File: config.mk
export PLATFORM = sky130hd
export DESIGN_NAME = transport_send
export DESIGN_NICKNAME = d
export VERILOG_FILES = /design/src/rtl/transport_send_pkg.sv /design/src/rtl/tx_word_fifo.sv /design/src/rtl/transport_send.sv
export SDC_FILE = /design/constraint.sdc
export NUM_CORES = 1
export LEC_CHECK = 0
export CORE_UTILIZATION = 61
export DETAILED_ROUTE_END_ITERATION = 10
export HOLD_SLACK_MARGIN = 0.15
export PLACE_DENSITY = 0.81
export SYNTH_ARGS = -nofsm -noshare
export SYNTH_HDL_FRONTEND = slang
export SYNTH_HIERARCHICAL = 1
export SYNTH_SLANG_ARGS = --single-unit
File: constraint.sdc
create_clock -name clk -period 4.9 [get_ports clk]
set_clock_uncertainty 0.15 [all_clocks]
set_input_delay 0.49 -clock clk [delete_from_list [all_inputs] [get_ports clk]]
set_output_delay 0.49 -clock clk [all_outputs]
set_load 0.02 [all_outputs]
File: src/rtl/transport_send_pkg.sv
// rtl/transport_send_pkg.sv - shared constants and FSM state type for the transport layer
package transport_send_pkg;

    localparam logic [7:0] HDR_CTRL  = 8'h40;
    localparam logic [7:0] HDR_AUDIO = 8'h80;

    localparam logic [1:0] SS_CTRL  = 2'b01;
    localparam logic [1:0] SS_AUDIO = 2'b10;

    typedef enum logic [2:0] {
        IDLE,
        HEADER,
        CTRL_HI,
        CTRL_LO,
        AUD_HI,
        AUD_LO,
        PAD
    } state_t;

endpackage

File: src/rtl/tx_word_fifo.sv
// rtl/tx_word_fifo.sv - first-word-fall-through word FIFO with occupancy count
module tx_word_fifo #(
    parameter  int DEPTH = 16,
    parameter  int WIDTH = 16,
    localparam int AW    = $clog2(DEPTH),
    localparam int CW    = $clog2(DEPTH + 1)
) (
    input  logic             clk,
    input  logic             reset,
    input  logic             i_push,
    input  logic [WIDTH-1:0] i_push_data,
    input  logic             i_pop,
    output logic [WIDTH-1:0] o_rd_data,
    output logic [CW-1:0]    o_count,
    output logic             o_full
);

    localparam logic [CW-1:0] FULL_C = CW'(DEPTH);

    logic [WIDTH-1:0] r_mem [DEPTH];
    logic [AW-1:0]    r_wr_ptr;
    logic [AW-1:0]    r_rd_ptr;
    logic [CW-1:0]    r_count;
    logic             w_pop_ok;
    logic             w_push_ok;

    // A push into a full FIFO still lands when the same cycle frees a slot.
    assign w_pop_ok  = i_pop && (r_count != '0);
    assign w_push_ok = i_push && ((r_count != FULL_C) || w_pop_ok);

    assign o_rd_data = r_mem[r_rd_ptr];
    assign o_count   = r_count;
    assign o_full    = (r_count == FULL_C);

    always_ff @(posedge clk) begin
        if (w_push_ok) begin
            r_mem[r_wr_ptr] <= i_push_data;
        end
    end

    always_ff @(posedge clk or posedge reset) begin
        if (reset) begin
            r_wr_ptr <= '0;
            r_rd_ptr <= '0;
            r_count  <= '0;
        end else begin
            if (w_push_ok) r_wr_ptr <= r_wr_ptr + 1'b1;
            if (w_pop_ok)  r_rd_ptr <= r_rd_ptr + 1'b1;
            case ({w_push_ok, w_pop_ok})
                2'b10:   r_count <= r_count + 1'b1;
                2'b01:   r_count <= r_count - 1'b1;
                default: r_count <= r_count;
            endcase
        end
    end

endmodule

File: src/rtl/transport_send.sv
// rtl/transport_send.sv - packetises session control/audio words into fixed-size byte packets
module transport_send
    import transport_send_pkg::*;
#(
    parameter int PACKET_SIZE = 16,
    parameter int AUDIO_DEPTH = 16
) (
    input  logic        clk,
    input  logic        reset,
    input  logic [1:0]  sessionSignal,
    input  logic [15:0] dataIn,
    input  logic        networkBusy,
    output logic        sendSignal,
    output logic [7:0]  packetOut,
    output logic        transportBusy,
    output logic        overflow
);

    localparam int SAMPLES = (PACKET_SIZE - 1) / 2;
    localparam int IW      = $clog2(PACKET_SIZE);
    localparam int WW      = $clog2(SAMPLES);
    localparam int CW      = $clog2(AUDIO_DEPTH + 1);

    localparam logic [IW-1:0] LAST_IDX  = IW'(PACKET_SIZE - 1);
    localparam logic [WW-1:0] LAST_WORD = WW'(SAMPLES - 1);
    localparam logic [CW-1:0] SAMPLES_C = CW'(SAMPLES);
    localparam logic [CW-1:0] BUSY_LVL  = CW'(AUDIO_DEPTH - 1);

    state_t        r_state, w_next_state;
    logic [IW-1:0] r_idx, w_idx_next;
    logic [WW-1:0] r_word, w_word_next;
    logic          r_audio, w_audio_next;
    logic          r_ctrl_pending;
    logic [15:0]   r_ctrl_word;
    logic          r_overflow;
    logic          r_send;
    logic [7:0]    r_packet;

    logic          w_emit;
    logic [7:0]    w_byte;
    logic          w_pop;
    logic          w_clr_ctrl;
    logic          w_ctrl_strobe;
    logic          w_aud_strobe;
    logic [15:0]   w_fifo_data;
    logic [CW-1:0] w_fifo_count;
    logic          w_fifo_full;

    assign w_ctrl_strobe = (sessionSignal == SS_CTRL);
    assign w_aud_strobe  = (sessionSignal == SS_AUDIO);

    tx_word_fifo #(
        .DEPTH (AUDIO_DEPTH),
        .WIDTH (16)
    ) u_fifo (
        .clk         (clk),
        .reset       (reset),
        .i_push      (w_aud_strobe),
        .i_push_data (dataIn),
        .i_pop       (w_pop),
        .o_rd_data   (w_fifo_data),
        .o_count     (w_fifo_count),
        .o_full      (w_fifo_full)
    );

    always_comb begin
        w_next_state = r_state;
        w_idx_next   = r_idx;
        w_word_next  = r_word;
        w_audio_next = r_audio;
        w_emit       = 1'b0;
        w_byte       = 8'h00;
        w_pop        = 1'b0;
        w_clr_ctrl   = 1'b0;
        case (r_state)
            IDLE: begin
                if (r_ctrl_pending) begin
                    w_next_state = HEADER;
                    w_audio_next = 1'b0;
                    w_idx_next   = '0;
                end else if (w_fifo_count >= SAMPLES_C) begin
                    w_next_state = HEADER;
                    w_audio_next = 1'b1;
                    w_idx_next   = '0;
                end
            end
            HEADER: if (!networkBusy) begin
                w_emit       = 1'b1;
                w_byte       = r_audio ? HDR_AUDIO : HDR_CTRL;
                w_word_next  = '0;
                w_next_state = r_audio ? AUD_HI : CTRL_HI;
            end
            CTRL_HI: if (!networkBusy) begin
                w_emit       = 1'b1;
                w_byte       = r_ctrl_word[15:8];
                w_next_state = CTRL_LO;
            end
            CTRL_LO: if (!networkBusy) begin
                w_emit       = 1'b1;
                w_byte       = r_ctrl_word[7:0];
                w_clr_ctrl   = 1'b1;
                w_next_state = PAD;
            end
            AUD_HI: if (!networkBusy) begin
                w_emit       = 1'b1;
                w_byte       = w_fifo_data[15:8];
                w_next_state = AUD_LO;
            end
            AUD_LO: if (!networkBusy) begin
                w_emit = 1'b1;
                w_byte = w_fifo_data[7:0];
                w_pop  = 1'b1;
                if (r_word == LAST_WORD) begin
                    // Odd packet sizes leave no room for padding after the last sample.
                    w_next_state = (r_idx == LAST_IDX) ? IDLE : PAD;
                end else begin
                    w_word_next  = r_word + 1'b1;
                    w_next_state = AUD_HI;
                end
            end
            PAD: if (!networkBusy) begin
                w_emit = 1'b1;
                w_byte = 8'h00;
                if (r_idx == LAST_IDX) w_next_state = IDLE;
            end
            default: w_next_state = IDLE;
        endcase
        if (w_emit) w_idx_next = r_idx + 1'b1;
    end

    always_ff @(posedge clk or posedge reset) begin
        if (reset) begin
            r_state <= IDLE;
            r_idx   <= '0;
            r_word  <= '0;
            r_audio <= 1'b0;
        end else begin
            r_state <= w_next_state;
            r_idx   <= w_idx_next;
            r_word  <= w_word_next;
            r_audio <= w_audio_next;
        end
    end

    always_ff @(posedge clk or posedge reset) begin
        if (reset) begin
            r_send         <= 1'b0;
            r_packet       <= 8'h00;
            r_ctrl_pending <= 1'b0;
            r_ctrl_word    <= 16'h0000;
            r_overflow     <= 1'b0;
        end else begin
            r_send <= w_emit;
            if (w_emit) r_packet <= w_byte;
            if (w_clr_ctrl) r_ctrl_pending <= 1'b0;
            if (w_ctrl_strobe && !r_ctrl_pending) begin
                r_ctrl_pending <= 1'b1;
                r_ctrl_word    <= dataIn;
            end
            if ((w_ctrl_strobe && r_ctrl_pending) || (w_aud_strobe && w_fifo_full && !w_pop)) begin
                r_overflow <= 1'b1;
            end
        end
    end

    assign sendSignal    = r_send;
    assign packetOut     = r_packet;
    assign overflow      = r_overflow;
    assign transportBusy = r_ctrl_pending || (w_fifo_count >= BUSY_LVL);

endmodule

# Word-level counts from Yosys, hierarchy flattened

Memory sizes are Yosys's and may differ from the RTL's.
Index checks and enable logic that the tools add are counted.

Memories: 1
RAM bits: 256
Bits in registers: 51

Memory list:

| name         | depth | width | rd ports | clocked after Yosys merged registers in | wr ports | RTL line           | RTL |
|---|---|---|---|---|---|---|---|
| u_fifo.r_mem | 16    | 16    | 1        | 0                                       | 1        | tx_word_fifo.sv:20 | `logic [WIDTH-1:0] r_mem [DEPTH];` |

Reductions and logical operators: 24
Mux-type cells: 39
Add/sub/neg operators: 6
Equal/unequal tests: 23
Magnitude comparators: 2

Operators by type and width:

| operator              | count |
|---|---|
| $mux W8               | 6 |
| $mux W3               | 15 |
| $pmux W8 S5           | 1 |
| $pmux W3 S7           | 1 |
| $mux W4               | 4 |
| $ne A2 B2 Y1 const B  | 8 |
| $add A4 B1 Y4 const B | 3 |
| $eq A3 B3 Y1 const B  | 4 |
| $mux W1               | 10 |
| $pmux W5 S2           | 1 |
| $reduce_bool A2 Y1    | 5 |
| $reduce_and A8 Y1     | 1 |
| $eq A3 B2 Y1 const B  | 2 |
| $logic_and A1 B1 Y1   | 6 |
| $pmux W3 S2           | 1 |
| $reduce_or A6 Y1      | 1 |
| $add A5 B1 Y5 const B | 1 |
| $eq A5 B5 Y1 const B  | 1 |
| $ge A5 B3 Y1 const B  | 1 |
| $ge A5 B4 Y1 const B  | 1 |
| $ne A5 B5 Y1 const B  | 1 |
| $reduce_bool A5 Y1    | 1 |
| $sub A5 B1 Y5 const B | 1 |
| $eq A2 B1 Y1 const B  | 2 |
| other kinds (11)      | 16 |

# Logic depth before layout (Yosys ltp)

Depth after elaboration: 7
Mapped depth: 13
Gate-level depth less buffers: 9

# Cells and area by module

The synthesis kept the hierarchy.

Modules (own cells, without submodules):

| module         | area each (µm²) | times used | cells each |
|---|---|---|---|
| tx_word_fifo   | 10547.6         | 1          | 506 |
| transport_send | 2219.6          | 1          | 224 |

# Least setup slack after synthesis

Ideal clock, no wire load.

Kind: flip-flop to flip-flop
From: register r_state[1]
To: memory u_fifo.r_mem[0][0] (enable)
Path slack: 0.597 ns
Clock period less this slack: 4.303 ns
Cell stages (with the launch flop): 12
Library setup time: 0.436 ns
Arrival: 3.717 ns
Path through: dfrtp_1 -> buf_2 -> buf_4 -> buf_2 -> nor2_1 -> and3_1 -> clkbuf_1 -> nor2b_1 -> nand2_1 -> nand2_1 -> clkbuf_1 -> nor4b_1

Cells in the longest elaborated chain, start to end: 7

Ends and longest elaborated chain:

| item                          | RTL line              | RTL |
|---|---|---|
| from (decl)                   | transport_send.sv:29  | `state_t r_state, w_next_state;` |
| from (signal assigned)        | transport_send.sv:138 | `r_state <= w_next_state;` |
| $eq A3 B3 Y1                  | transport_send.sv:75  | `case (r_state)` |
| $mux W1                       | transport_send.sv:75  |  |
| named net w_pop               | transport_send.sv:41  | `logic w_pop;` |
| $logic_and A1 B1 Y1           | tx_word_fifo.sv:28    | `assign w_pop_ok = i_pop && (r_count != '0);` |
| $logic_or A1 B1 Y1            | tx_word_fifo.sv:29    | `assign w_push_ok = i_push && ((r_count != FULL_C) \|\| w_pop_ok);` |
| $logic_and A1 B1 Y1           | tx_word_fifo.sv:29    |  |
| $mux W1                       | tx_word_fifo.sv:36    | `if (w_push_ok) begin` |
| $mux W1 (not written as such) | tx_word_fifo.sv:37    | `r_mem[r_wr_ptr] <= i_push_data;` |
| to (decl)                     | tx_word_fifo.sv:20    |  |

The timed path passes the listed nets, and every way through them passes these cells.

# Final worst setup path

From: register r_state[1]
To: memory u_fifo.r_mem[5][13] (enable)

The elaborated chain is that of the path after synthesis.

==> qor.csv <==
metric,value,unit
outcome,finished clean,
synth-simple-area-share,0.0590,
setup_viol,0,
routed_via_density,6.68,
diodes,0,
num_vias,7123,
clk_latency,0.56,ns
grt_antenna_before_repair,0,
grt_overflow,0,
die_h,147,µm
synth-xor-area-share,0.00686,
cts_setup_buffers,0,
cts_tree,done,
cts.sinks,307,
period_minus_slack,3.60,ns
slew_violations,0,
cp.arrival,3.63,ns
final_area,0.0144,mm²
grt_usage,0.262,
cts_buffers,31,
hold_violations,0,
yosysWarnings,6,
initial_core_util,0.627,
dieArea,0.0215,mm²
post-route-period-util,0.735,
clockRootBuffer,clkbuf_16,
hold_depth,2,
ctsResizeCount,0,
synth_compound_area_frac,0.0584,
io_pins,32,
fin_nets,807,
drive_gt1_frac,0.206,
ctsHtreeMaxLevel,1,
netlist_instances,730,
hold_path.class,reg -> reg,
vdd_drop_max,327,µV
grt_pass1_vias,7259,
worstSetupPathType,reg -> reg,
fin_total_pwr,7.95,mW
netlist_area,0.0128,mm²
synth-seq-cells,307,
path_max_fanout,39,
layout_common_cells,"256 x edfxtp_1, 67 x mux4_2, 54 x nand2_1, 49 x dfrtp_1, 33 x a22oi_1",
asyncSetResetFlopFracSynth,0.166,
dp_cells,1010,
first_pass_iters,5,
grt_first_pass_wirelength,42000,µm
fin_setup_tns,0,ns
avgSynthCellArea,17.5,µm²
rsz0062_at_grt,false,
end_kind,flip-flop,
ys_seq_area_frac,0.702,
row_count,52,
nFillCells,1235,
syn_to_final_growth,12.5,%
power_density,554,mW/mm²
rr_worst_depth,6,
finalWirelength,26800,µm
synth_edf_count,256,
cap_violations,0,
numPortBuffers,31,
die_x,147,µm
layout.cells.non_filler,1066,
core_area,0.0204,mm²
muxShareOfSynthArea,0.142,
dpl-instance-area,0.0134,mm²
max-slew-margin-rel,0.207,
synth_cell_types,60,
clockBufferDepth,3,
synth_top_family_by_area,multiplexers,
ctsHoldBuffers,1,
p_leak,4.84,nW
synth_area_leaders,"edfxtp_1 60%, mux4_2 12%, dfrtp_1 10%, a22oi_1 1.9%, mux2_2 1.8%",
start_kind,flip-flop,
drc,0,
synth_top_cell_by_area,edfxtp_1,
tightestPinTransition,1.19,ns
fmax,278,MHz
synth_top_area_frac,0.602,
required,4.93,ns
wl_per_cell,25.1,µm
synthAdderAreaFrac,0.0123,
ys.flop_type,edfxtp_1,
dp_hpwl,16600,µm
grt_start_max_net_pins,40,
ant_nets,0,
drt-initial-drc-count,671,
clkTransAtPathRegs,0.06,ns
synth_nets,763,
layout_commonest_cell,edfxtp_1,
gp_congestion,0.879,
==> critical path: stages, from the launching register on <==
cell and delay, ns:
dfrtp_1 0.35, buf_4 0.24, nor2_1 0.29, and3_1 0.45, nor2b_1 0.16, a21boi_1 0.65
and4b_1 0.92
==> report_power, final <==
part | leakage (nW) | internal (mW) | total [mW] | switching (mW)
clock network | 0.449 | 1.21 | 2.15 | 0.938
registers | 2.93 | 3.14 | 3.50 | 0.360
logic | 1.47 | 1.10 | 2.30 | 1.21
==> synth_stat cells (4+ instances only) <==
| cell | count |
|---|---|
| edfxtp_1 | 256 |
| mux4_2 | 67 |
| nand2_1 | 54 |
| dfrtp_1 | 51 |
| a22oi_1 | 33 |
| clkbuf_1 | 25 |
| mux2_2 | 20 |
| nand3_1 | 20 |
| nor2_1 | 16 |
| a21oi_1 | 15 |
| o21ai_0 | 13 |
| buf_2 | 11 |
| ha_1 | 11 |
| inv_1 | 11 |
| a31oi_1 | 9 |
| nor3_1 | 8 |
| a221o_1 | 7 |
| nand2b_1 | 7 |
| nor2b_1 | 7 |
| nor4b_1 | 7 |
| xnor2_1 | 7 |
| buf_1 | 6 |
| mux2i_1 | 6 |
| and4b_1 | 5 |
| nand3b_1 | 5 |
| o21ai_1 | 4 |
==> stage by stage <==
step / utilization / hold WS, ns / setup WS (ns)
3_5_place_dp: 0.660 / 0.329 / 0.861
5_1_grt: 0.705 / 0.374 / 1.13
4_1_cts: 0.705 / 0.343 / 1.31
3_3_place_gp: 0.660 / 0.321 / 1.05
6_report: 0.705 / 0.338 / 1.30
2_1_floorplan: - / 0.217 / 0.597
==> registers in the layout (all words and copies together), names as in the netlist <==
name	count
overflow	1
packetOut	8
r_audio	1
r_ctrl_pending	1
r_ctrl_word	16
r_idx	4
r_state	3
r_word	3
sendSignal	1
u_fifo/o_count	5
u_fifo/r_mem	256
u_fifo/r_rd_ptr	4
u_fifo/r_wr_ptr	4
==> final cells by class <==
type | count | area, µm² | share of cell area
Sequential cell | 307 | 8970 | 0.624
Multi-Input combinational cell | 365 | 3590 | 0.250
Clock buffer | 39 | 806 | 0.0561
Timing Repair Buffer | 56 | 500 | 0.0348
Tap cell | 270 | 338 | 0.0235
Clock inverter | 16 | 109 | 0.00758
Inverter | 13 | 48.8 | 0.00340
==> path summary, 6_finish.rpt <==
path                                   start             endpoint  slack, ns
worst max-delay path              r_state[1]  u_fifo/r_mem[5][13]       1.30
worst min-delay path            packetOut[6]         packetOut[6]       0.34
worst max register to register    r_state[1]  u_fifo/r_mem[5][13]       1.30
worst min register to register  packetOut[6]         packetOut[6]       0.34
max in group asynchronous              reset      r_ctrl_word[11]       3.44
min in group asynchronous              reset   u_fifo/r_rd_ptr[2]       0.71
==> kinds of logic (layout without fill, tap and decap cells) <==
| kind of cell | Yosys count | in the layout |
|---|---|---|
| AOI/OAI and AO/OA | 105 | 105 |
| xor gates and xnor gates | 10 | 10 |
| adders and majority gates | 12 | 12 |
| buffers and inverters | 58 | 124 |
| DFF | 307 | 307 |
| muxes | 94 | 94 |
| and+or+nand+nor | 144 | 144 |
==> routing by layer <==
metal  up-vias  global-route usage  share of wire
li1       3024                   -              -
met1      3701               0.374           0.41
met2       338               0.425           0.50
met3        60              0.0300          0.065
met4         0              0.0896          0.027
met5         -                   0              0
Note: power is estimated with default switching activity, not from simulation.
